$ cat config.mk
export PLATFORM = sky130hd
export DESIGN_NAME = wb_regfile
export DESIGN_NICKNAME = d
export VERILOG_FILES = /design/src/rtl/mips_pkg.sv /design/src/rtl/regfile_core.sv /design/src/rtl/wb_regfile.sv
export SDC_FILE = /design/constraint.sdc
export NUM_CORES = 2
export LEC_CHECK = 0
export BUFFER_PORTS_ARGS = -buffer_cell sky130_fd_sc_hd__buf_4
export CORE_UTILIZATION = 30
export DETAILED_ROUTE_END_ITERATION = 16
export GPL_TIMING_DRIVEN = 1
export PLACE_DENSITY = 0.52
export SYNTH_ARGS = -nofsm -noshare
export SYNTH_HDL_FRONTEND = slang
export SYNTH_SLANG_ARGS = --single-unit
$ cat constraint.sdc
create_clock -name i_clock -period 3.7 [get_ports i_clock]
set_input_delay 0.555 -clock i_clock [delete_from_list [all_inputs] [get_ports i_clock]]
set_output_delay 0.555 -clock i_clock [all_outputs]
set_load 0.05 [all_outputs]
$ cat src/rtl/mips_pkg.sv
// Shared MIPS datapath constants: widths, write-back control bit positions and
// the register-dump FSM state encoding.
package mips_pkg;

  localparam int DATA_WIDTH      = 32;
  localparam int REG_IDX_W       = 5;
  localparam int WB_REGWRITE_BIT = 1;
  localparam int WB_MEMTOREG_BIT = 0;

  typedef enum logic [1:0] {
    DUMP_IDLE = 2'd0,
    DUMP_LOAD = 2'd1,
    DUMP_SEND = 2'd2,
    DUMP_DONE = 2'd3
  } dump_state_e;

endpackage

$ cat src/rtl/regfile_core.sv
// GPR storage: one write port, two combinational read ports and a dump read port.
// R0 is never written and always reads as zero.
module regfile_core
  import mips_pkg::*;
#(
  parameter int DATA_WIDTH = mips_pkg::DATA_WIDTH,
  parameter int NUM_REGS   = 32
) (
  input  logic                        clk_i,
  input  logic                        rst_ni,
  input  logic                        we_i,
  input  logic [$clog2(NUM_REGS)-1:0] waddr_i,
  input  logic [DATA_WIDTH-1:0]       wdata_i,
  input  logic [$clog2(NUM_REGS)-1:0] raddr_a_i,
  input  logic [$clog2(NUM_REGS)-1:0] raddr_b_i,
  input  logic [$clog2(NUM_REGS)-1:0] dump_idx_i,
  output logic [DATA_WIDTH-1:0]       rdata_a_o,
  output logic [DATA_WIDTH-1:0]       rdata_b_o,
  output logic [DATA_WIDTH-1:0]       dump_rdata_o
);

  logic [DATA_WIDTH-1:0] gpr_q [NUM_REGS];

  always_ff @(posedge clk_i or negedge rst_ni) begin
    if (!rst_ni) begin
      for (int i = 0; i < NUM_REGS; i++) gpr_q[i] <= '0;
    end else if (we_i && (waddr_i != '0)) begin
      gpr_q[waddr_i] <= wdata_i;
    end
  end

  assign rdata_a_o    = (raddr_a_i == '0) ? '0 : gpr_q[raddr_a_i];
  assign rdata_b_o    = (raddr_b_i == '0) ? '0 : gpr_q[raddr_b_i];
  assign dump_rdata_o = gpr_q[dump_idx_i];

endmodule

$ cat src/rtl/wb_regfile.sv
// Write-back stage: result mux, GPR file and a ready/valid register-dump FSM.
// Optional macro WB_BYPASS_EN forwards the same-cycle write value to the read ports.
module wb_regfile
  import mips_pkg::*;
#(
  parameter int DATA_WIDTH = mips_pkg::DATA_WIDTH,
  parameter int NUM_REGS   = 32
) (
  input  logic                        i_clock,
  input  logic                        i_reset,
  input  logic [DATA_WIDTH-1:0]       i_dataread,
  input  logic [DATA_WIDTH-1:0]       i_address,
  input  logic [$clog2(NUM_REGS)-1:0] i_rd_rt,
  input  logic [1:0]                  i_wb,
  input  logic [$clog2(NUM_REGS)-1:0] i_rs_addr,
  input  logic [$clog2(NUM_REGS)-1:0] i_rt_addr,
  output logic [DATA_WIDTH-1:0]       o_rs_data,
  output logic [DATA_WIDTH-1:0]       o_rt_data,
  output logic [DATA_WIDTH-1:0]       o_wb_data,
  input  logic                        i_dump_start,
  output logic [DATA_WIDTH-1:0]       o_dump_data,
  output logic                        o_dump_valid,
  input  logic                        i_dump_ready,
  output logic                        o_dump_busy,
  output logic                        o_dump_done
);

  localparam int IDX_W = $clog2(NUM_REGS);

  logic                  write_en;
  logic [DATA_WIDTH-1:0] rs_raw, rt_raw, dump_raw, dump_word;

  dump_state_e           state_q, state_d;
  logic [IDX_W-1:0]      idx_q, idx_d;
  logic [DATA_WIDTH-1:0] data_q, data_d;

  assign o_wb_data = i_wb[WB_MEMTOREG_BIT] ? i_dataread : i_address;
  assign write_en  = i_wb[WB_REGWRITE_BIT] && (i_rd_rt != '0);

  regfile_core #(
    .DATA_WIDTH (DATA_WIDTH),
    .NUM_REGS   (NUM_REGS)
  ) u_core (
    .clk_i        (i_clock),
    .rst_ni       (i_reset),
    .we_i         (write_en),
    .waddr_i      (i_rd_rt),
    .wdata_i      (o_wb_data),
    .raddr_a_i    (i_rs_addr),
    .raddr_b_i    (i_rt_addr),
    .dump_idx_i   (idx_q),
    .rdata_a_o    (rs_raw),
    .rdata_b_o    (rt_raw),
    .dump_rdata_o (dump_raw)
  );

`ifdef WB_BYPASS_EN
  assign o_rs_data = (write_en && (i_rs_addr == i_rd_rt)) ? o_wb_data : rs_raw;
  assign o_rt_data = (write_en && (i_rt_addr == i_rd_rt)) ? o_wb_data : rt_raw;
`else
  assign o_rs_data = rs_raw;
  assign o_rt_data = rt_raw;
`endif

  // The dump latches the value the register holds after this edge's write.
  assign dump_word = (write_en && (i_rd_rt == idx_q)) ? o_wb_data : dump_raw;

  always_ff @(posedge i_clock or negedge i_reset) begin
    if (!i_reset) begin
      state_q <= DUMP_IDLE;
      idx_q   <= '0;
      data_q  <= '0;
    end else begin
      state_q <= state_d;
      idx_q   <= idx_d;
      data_q  <= data_d;
    end
  end

  always_comb begin
    state_d = state_q;
    idx_d   = idx_q;
    data_d  = data_q;
    unique case (state_q)
      DUMP_IDLE: begin
        if (i_dump_start) begin
          state_d = DUMP_LOAD;
          idx_d   = '0;
        end
      end
      DUMP_LOAD: begin
        data_d  = dump_word;
        state_d = DUMP_SEND;
      end
      DUMP_SEND: begin
        if (i_dump_ready) begin
          if (idx_q == IDX_W'(NUM_REGS - 1)) begin
            state_d = DUMP_DONE;
          end else begin
            idx_d   = idx_q + 1'b1;
            state_d = DUMP_LOAD;
          end
        end
      end
      DUMP_DONE: state_d = DUMP_IDLE;
      default:   state_d = DUMP_IDLE;
    endcase
  end

  assign o_dump_data  = data_q;
  assign o_dump_valid = (state_q == DUMP_SEND);
  assign o_dump_busy  = (state_q != DUMP_IDLE);
  assign o_dump_done  = (state_q == DUMP_DONE);

endmodule

======== Yosys cells after proc, flatten, opt, wreduce, memory -nomap -nowiden ========
Index checks and enable logic that the tools add are counted.
cells by class
  muxes and demuxes ....................... 24
  reductions and logical operators ........ 12
  eq/ne operators ......................... 8
  add/sub/neg operators ................... 1
  bitwise gates (word level) .............. 4
  $lt $le $gt $ge ......................... 5
operators by type and width
  kind                                                         number
  bitwise mux 1024 bit                                         1
  binary-select mux 32 bit (select 5 bit)                      3
  2-to-1 mux 32 bit                                            11
  demux 32 bit (select 5 bit)                                  1
  >= comparator 6 bit (second input constant)                  4
  NOT 5 -> 6 bit                                               4
  2-to-1 mux 5 bit                                             3
  logical NOT 5 bit                                            2
  one-hot mux 5 bit (2 select lines)                           1
  one-hot mux 2 bit (4 select lines)                           1
  less-than comparator 6 x 1 -> 1 bit (second input constant)  1
  2-to-1 mux 2 bit                                             3
  adder 5 x 1 -> 5 bit (second input constant)                 1
  == test 5 bit                                                1
  == test 5 bit (second input constant)                        1
  nonzero test 5 bit                                           1
  == test 2 bit (second input constant)                        2
  logical AND 1 bit                                            4
  != test 2 bit (second input constant)                        2
  AND reduction 4 bit                                          1
  nonzero test 2 bit                                           2
  == test 2 x 1 -> 1 bit (second input constant)               1
  logical NOT 2 bit                                            1
  != test 2 x 1 -> 1 bit (second input constant)               1
  AND reduction 2 bit                                          1
storage, ports and cells
  flip-flop bits (word level) ............. 1063
  input port bits ......................... 85
  logic and storage cells ................. 89

======== Logic depth before layout (Yosys ltp) ========
  depth in word-level cells ............... 6
  depth in mapped cells ................... 10
  depth with buffers taken out ............ 8

======== By module ========
From an unflattened synthesis, not the netlist that was laid out.
unflattened totals
  cell total of the unflattened synthesis .. 4243
  area, all modules ....................... 64348.0 um^2
modules (own cells, without submodules)
  module        cells an instance  area each (um^2)  instances
  regfile_core  4049               62102.1           1
  wb_regfile    194                2245.9            1

======== Least setup slack after synthesis ========
No wires, ideal clock.
  kind .................................... input-to-output
  start ................................... input i_rs_addr[1]
  end ..................................... output o_rs_data[15]
  stages .................................. 7
  arrival time ............................ 2905 ps
  setup slack ............................. 240 ps
  cells stage by stage .................... clkbuf_1 > clkbuf_1 > clkbuf_1 > mux4_2 > mux4_2 > inv_1 > o21ai_0
between the ends
  cells in the longest elaborated chain, start to end .. 5
  elaborated cells between the ends (all ways) .. 6
RTL lines
  what                                                  RTL line            RTL
  start: declaration                                    wb_regfile.sv:15    input logic [$clog2(NUM_REGS)-1:0] i_rs_addr,
  NOT 5 -> 6 bit (implied by the code)                  regfile_core.sv:32  assign rdata_a_o = (raddr_a_i == '0) ? '0 : gpr_q[raddr_a_i];
  binary-select mux 32 bit (select 5 bit)               regfile_core.sv:32
  2-to-1 mux 32 bit (implied by the code) (2 in a row)  regfile_core.sv:32
  2-to-1 mux 32 bit (*)                                 regfile_core.sv:32
  end: declaration                                      wb_regfile.sv:17    output logic [DATA_WIDTH-1:0] o_rs_data,
Every way passes the cells marked *; elsewhere a longest branch is shown, timed or not. The select of a mux whose other input is x is not followed.

======== Worst setup path after layout ========
  start ................................... register u_core.gpr_q[386] (netlist bit)
  end ..................................... output o_rt_data[2]
between the ends
  cells in the longest elaborated chain, start to end .. 4
RTL lines
  what                                                  RTL line            RTL
  start: declaration                                    regfile_core.sv:22  logic [DATA_WIDTH-1:0] gpr_q [NUM_REGS];
  start signal: indexed assignment                      regfile_core.sv:28  gpr_q[waddr_i] <= wdata_i;
  binary-select mux 32 bit (select 5 bit)               regfile_core.sv:33  assign rdata_b_o = (raddr_b_i == '0) ? '0 : gpr_q[raddr_b_i];
  2-to-1 mux 32 bit (implied by the code) (2 in a row)  regfile_core.sv:33
  2-to-1 mux 32 bit                                     regfile_core.sv:33
  end: declaration                                      wb_regfile.sv:18    output logic [DATA_WIDTH-1:0] o_rt_data,
No other way between the ends. The select of a mux whose other input is x is not followed.

==> qor.csv <==
stage,metric,value,unit
run_status,outcome,finished clean,
hold_path,worstHoldStart,i_address[1],
drt,route.vias.total,47500,
die,row_count,166,
cts,cts_setup_buffers,0,
placed_design,dp_slack,-0.166,ns
critical_path,worstSetupPathType,reg -> out,
cts,cts_tree,built,
finish,postLayoutCoreUtil,35.4,%
power,power.leakage,29.4,nW
synthesis,synth_ff_type,dfrtp_1,
cts,clk_latency,0.77,ns
critical_path,reg2reg_from,idx_q[0],
critical_path,cpPeakStageDelay,0.50,ns
timing,finalSetupViolCount,0,
timing,fin_crit,3.66,ns
timing,max_freq,273,MHz
critical_path,worst_path_most_repeated_cell,mux4_2,
drt,route.detailed.drc,0,
timing,final_hold_viol_count,0,
cts,clk_pin_slew,0.06,ns
finish,final_area,72600,um^2
synthesis,syn_area,62000,um^2
drt,wirelength,247000,um
drt,viasPerCell,5.86,
timing,grt_setup_unrepaired,false,
finish,layout.nets,5410,
finish,drive_gt1_share,30.6,%
hold_path,min_path_cells,3,
critical_path,r2r_end,o_dump_data[23],
power,powerDensity,605,nW/um^2
grt,overflow,0,
grt,grtUsageTotal,23.5,%
grt,antenna_found_initial,18,
die,dieWidth,457,um
hold_path,hold_class,in -> reg,
synthesis,synth_area_leaders,"dfrtp_1 (43%), mux4_2 (31%), o21ai_0 (5.5%)",
critical_path,reg2reg_depth,7,
placed_design,place_area,68700,um^2
placed_design,place_inst,7893,
critical_path,cp.required,3.14,ns
cts,cts_buffers,114,
placed_design,gp_congestion,0.866,
die,die-area,208000,um^2
drt,first_pass_iters,6,
hold_path,min_to,u_core.gpr_q[769],
placed_design,dp_hpwl,159000,um
synthesis,async_flop_share,100,%
timing,tightest_slew,1.29,ns
die,core_area,205000,um^2
die,io_pins,216,
power,total_power,43.9,mW
placed_design,portBuffers,215,
finish,syn_to_final_growth,17.1,%
finish,fin_cells,8102,
critical_path,worstPathArrival,3.11,ns
critical_path,worst_path_max_delay_cell,mux4_2,
cts,cts-root-buf,clkbuf_16,
synthesis,ys_seq_area_share,42.9,%
timing,layout_setup_ws,0.0367,ns
critical_path,cp-start-kind,register,
cts,cts_max_path_buffers,3,
die,initial_core_util,30.2,%
grt,grt_pass1_wl,354000,um
critical_path,endpoint_kind,output pin,
synthesis,synth_nets,5351,
synthesis,yosysTopAreaCell,dfrtp_1,
drt,ant_nets,0,
critical_path,r2r_slack,0.60,ns
run,cap_violations,0,
synthesis,syn_avg_cell_area,11.8,um^2
cts,cts_max_level,3,
grt,grt_pass1_vias,46600,
drt,first_iter_violations,5533,
critical_path,crit_chain,mux4_2 > mux4_2 > nand2_1 > o21ai_0 > buf_4,
synthesis,synth.top_cells.by_count,"dfrtp_1 (1063), mux4_2 (856), nand2_1 (777)",
cts,cts_sinks,1063,
synthesis,ys_types,55,
die,die_y,457,um
critical_path,cp_max_fo,4,
synthesis,ys_warn_count,0,
power,ir_drop,0.000448,V
timing,slew_viol_final,0,
drt,wl_per_cell,30.4,um
timing,clock_skew,0.0374,ns
timing,timing.slew.headroom,13.1,%
synthesis,yosysTopAreaCellShare,42.9,%
timing,period_share,99.0,%
grt,grt_max_degree,105,
synthesis,synth_most_common_cell,dfrtp_1,
synthesis,synth_edf_count,0,
synthesis,netlist_instances,5264,
synthesis,synth-seq-cells,1063,
state kept, by name, summed over array words and instances (netlist names):
register,count
state_q,2
u_core.gpr_q,1024
o_dump_data,32
idx_q,5
metrics by stage:
step / hold slack, ns / setup TNS, ns
after floorplan: 0.259 / 0
after global placement: 0.394 / -0.251
after detailed placement: 0.404 / -0.239
after CTS: 0.251 / 0
after global routing: 0.269 / 0
final: 0.279 / 0
power breakdown:
part,internal (mW),switching (mW),leakage (nW)
combinational,7.26,7.68,14.1
sequential,14.1,2.83,13.5
clock,6.92,5.10,1.89
cell usage in the layout (no fill, tap or decap), types with 6 or more instances in the layout:
| cell type | netlist | layout |
|---|---|---|
| clkinv_2 | 0 | 22 |
| clkinvlp_4 | 0 | 6 |
| a221oi_1 | 16 | 16 |
| dfrtp_1 | 1063 | 1060 |
| bufinv_16 | 0 | 11 |
| o21ai_1 | 4 | 6 |
| nand2_1 | 777 | 760 |
| nor2_4 | 0 | 13 |
| or4_1 | 22 | 22 |
| or3_1 | 8 | 7 |
| nand3b_1 | 6 | 6 |
| a21oi_1 | 391 | 391 |
| clkbuf_8 | 0 | 25 |
| mux2i_1 | 135 | 103 |
| clkbuf_1 | 445 | 16 |
| clkbuf_16 | 0 | 115 |
| o211ai_1 | 22 | 22 |
| nand2_4 | 0 | 15 |
| nor2_1 | 410 | 397 |
| buf_12 | 3 | 99 |
| mux2i_4 | 0 | 32 |
| a22oi_1 | 22 | 22 |
| a32o_1 | 22 | 22 |
| nand3_1 | 18 | 16 |
| inv_1 | 101 | 101 |
| o22ai_1 | 44 | 44 |
| o21ai_0 | 682 | 680 |
| buf_4 | 14 | 424 |
| nor3_1 | 6 | 6 |
| diode_2 | 0 | 7 |
| mux4_2 | 856 | 856 |
critical path, delay by kind of cell (launching register included):
| kind | cells | cell delay (ns) |
|---|---|---|
| simple gates | 1 | 0.09 |
| mux | 2 | 0.96 |
| buf+inv | 1 | 0.40 |
| flops | 1 | 0.41 |
| compound gates | 1 | 0.47 |
layer usage:
metal | GRT usage, % | vias to the layer above | wire length [um]
li1 | - | 19800 | -
met5 | 0 | - | 170
met1 | 31.6 | 24700 | 99000
met3 | 4.77 | 509 | 21800
met4 | 11.4 | 24 | 12400
met2 | 36.3 | 2486 | 113000
how the worst max path moves through the flow:
stage | start | end | slack (ns) | cells past startpoint
after floorplan | i_rs_addr[1] | o_rs_data[15] | 0.24 | 7
after global placement | i_rs_addr[0] | o_rs_data[2] | -0.15 | 9
after detailed placement | i_rs_addr[0] | o_rs_data[2] | -0.17 | 9
after CTS | i_rs_addr[0] | o_rs_data[28] | 0.01 | 8
after global routing | u_core.gpr_q[386] | o_rt_data[2] | 0.04 | 5
final | u_core.gpr_q[386] | o_rt_data[2] | 0.04 | 5
area by class of cell:
cell class,count,area (um^2)
clock inverters,44,544
diodes,7,17.5
fillers,19800,132000
repair buffers,531,5270
well taps,2688,3360
inverters,102,385
flip-flops and latches,1063,26600
clock buffers,156,3280
multi-input cells,3511,33100
what timing repair did:
item,in CTS,in global routing
gates resized for setup,2,1
hold buffers,2,0
cloned,0,0
setup endpoints to repair,2,2
hold endpoints to repair,39,0
cell families (layout without fill, tap and decap cells):
group | count (synthesis) | after routing | synth area share [%]
AO/OA/AOI/OAI | 1233 | 1233 | 10.7
flip-flops | 1063 | 1063 | 42.9
multiplexers | 995 | 995 | 33.4
XOR/XNOR | 5 | 5 | 0.0706
buffers and inverters | 690 | 833 | 4.75
adder cells (fa/ha/maj) | 2 | 2 | 0.0404
AND/OR/NAND/NOR | 1276 | 1276 | 8.13
other | 0 | 7 | 0
(Power assumes the default switching activity.)
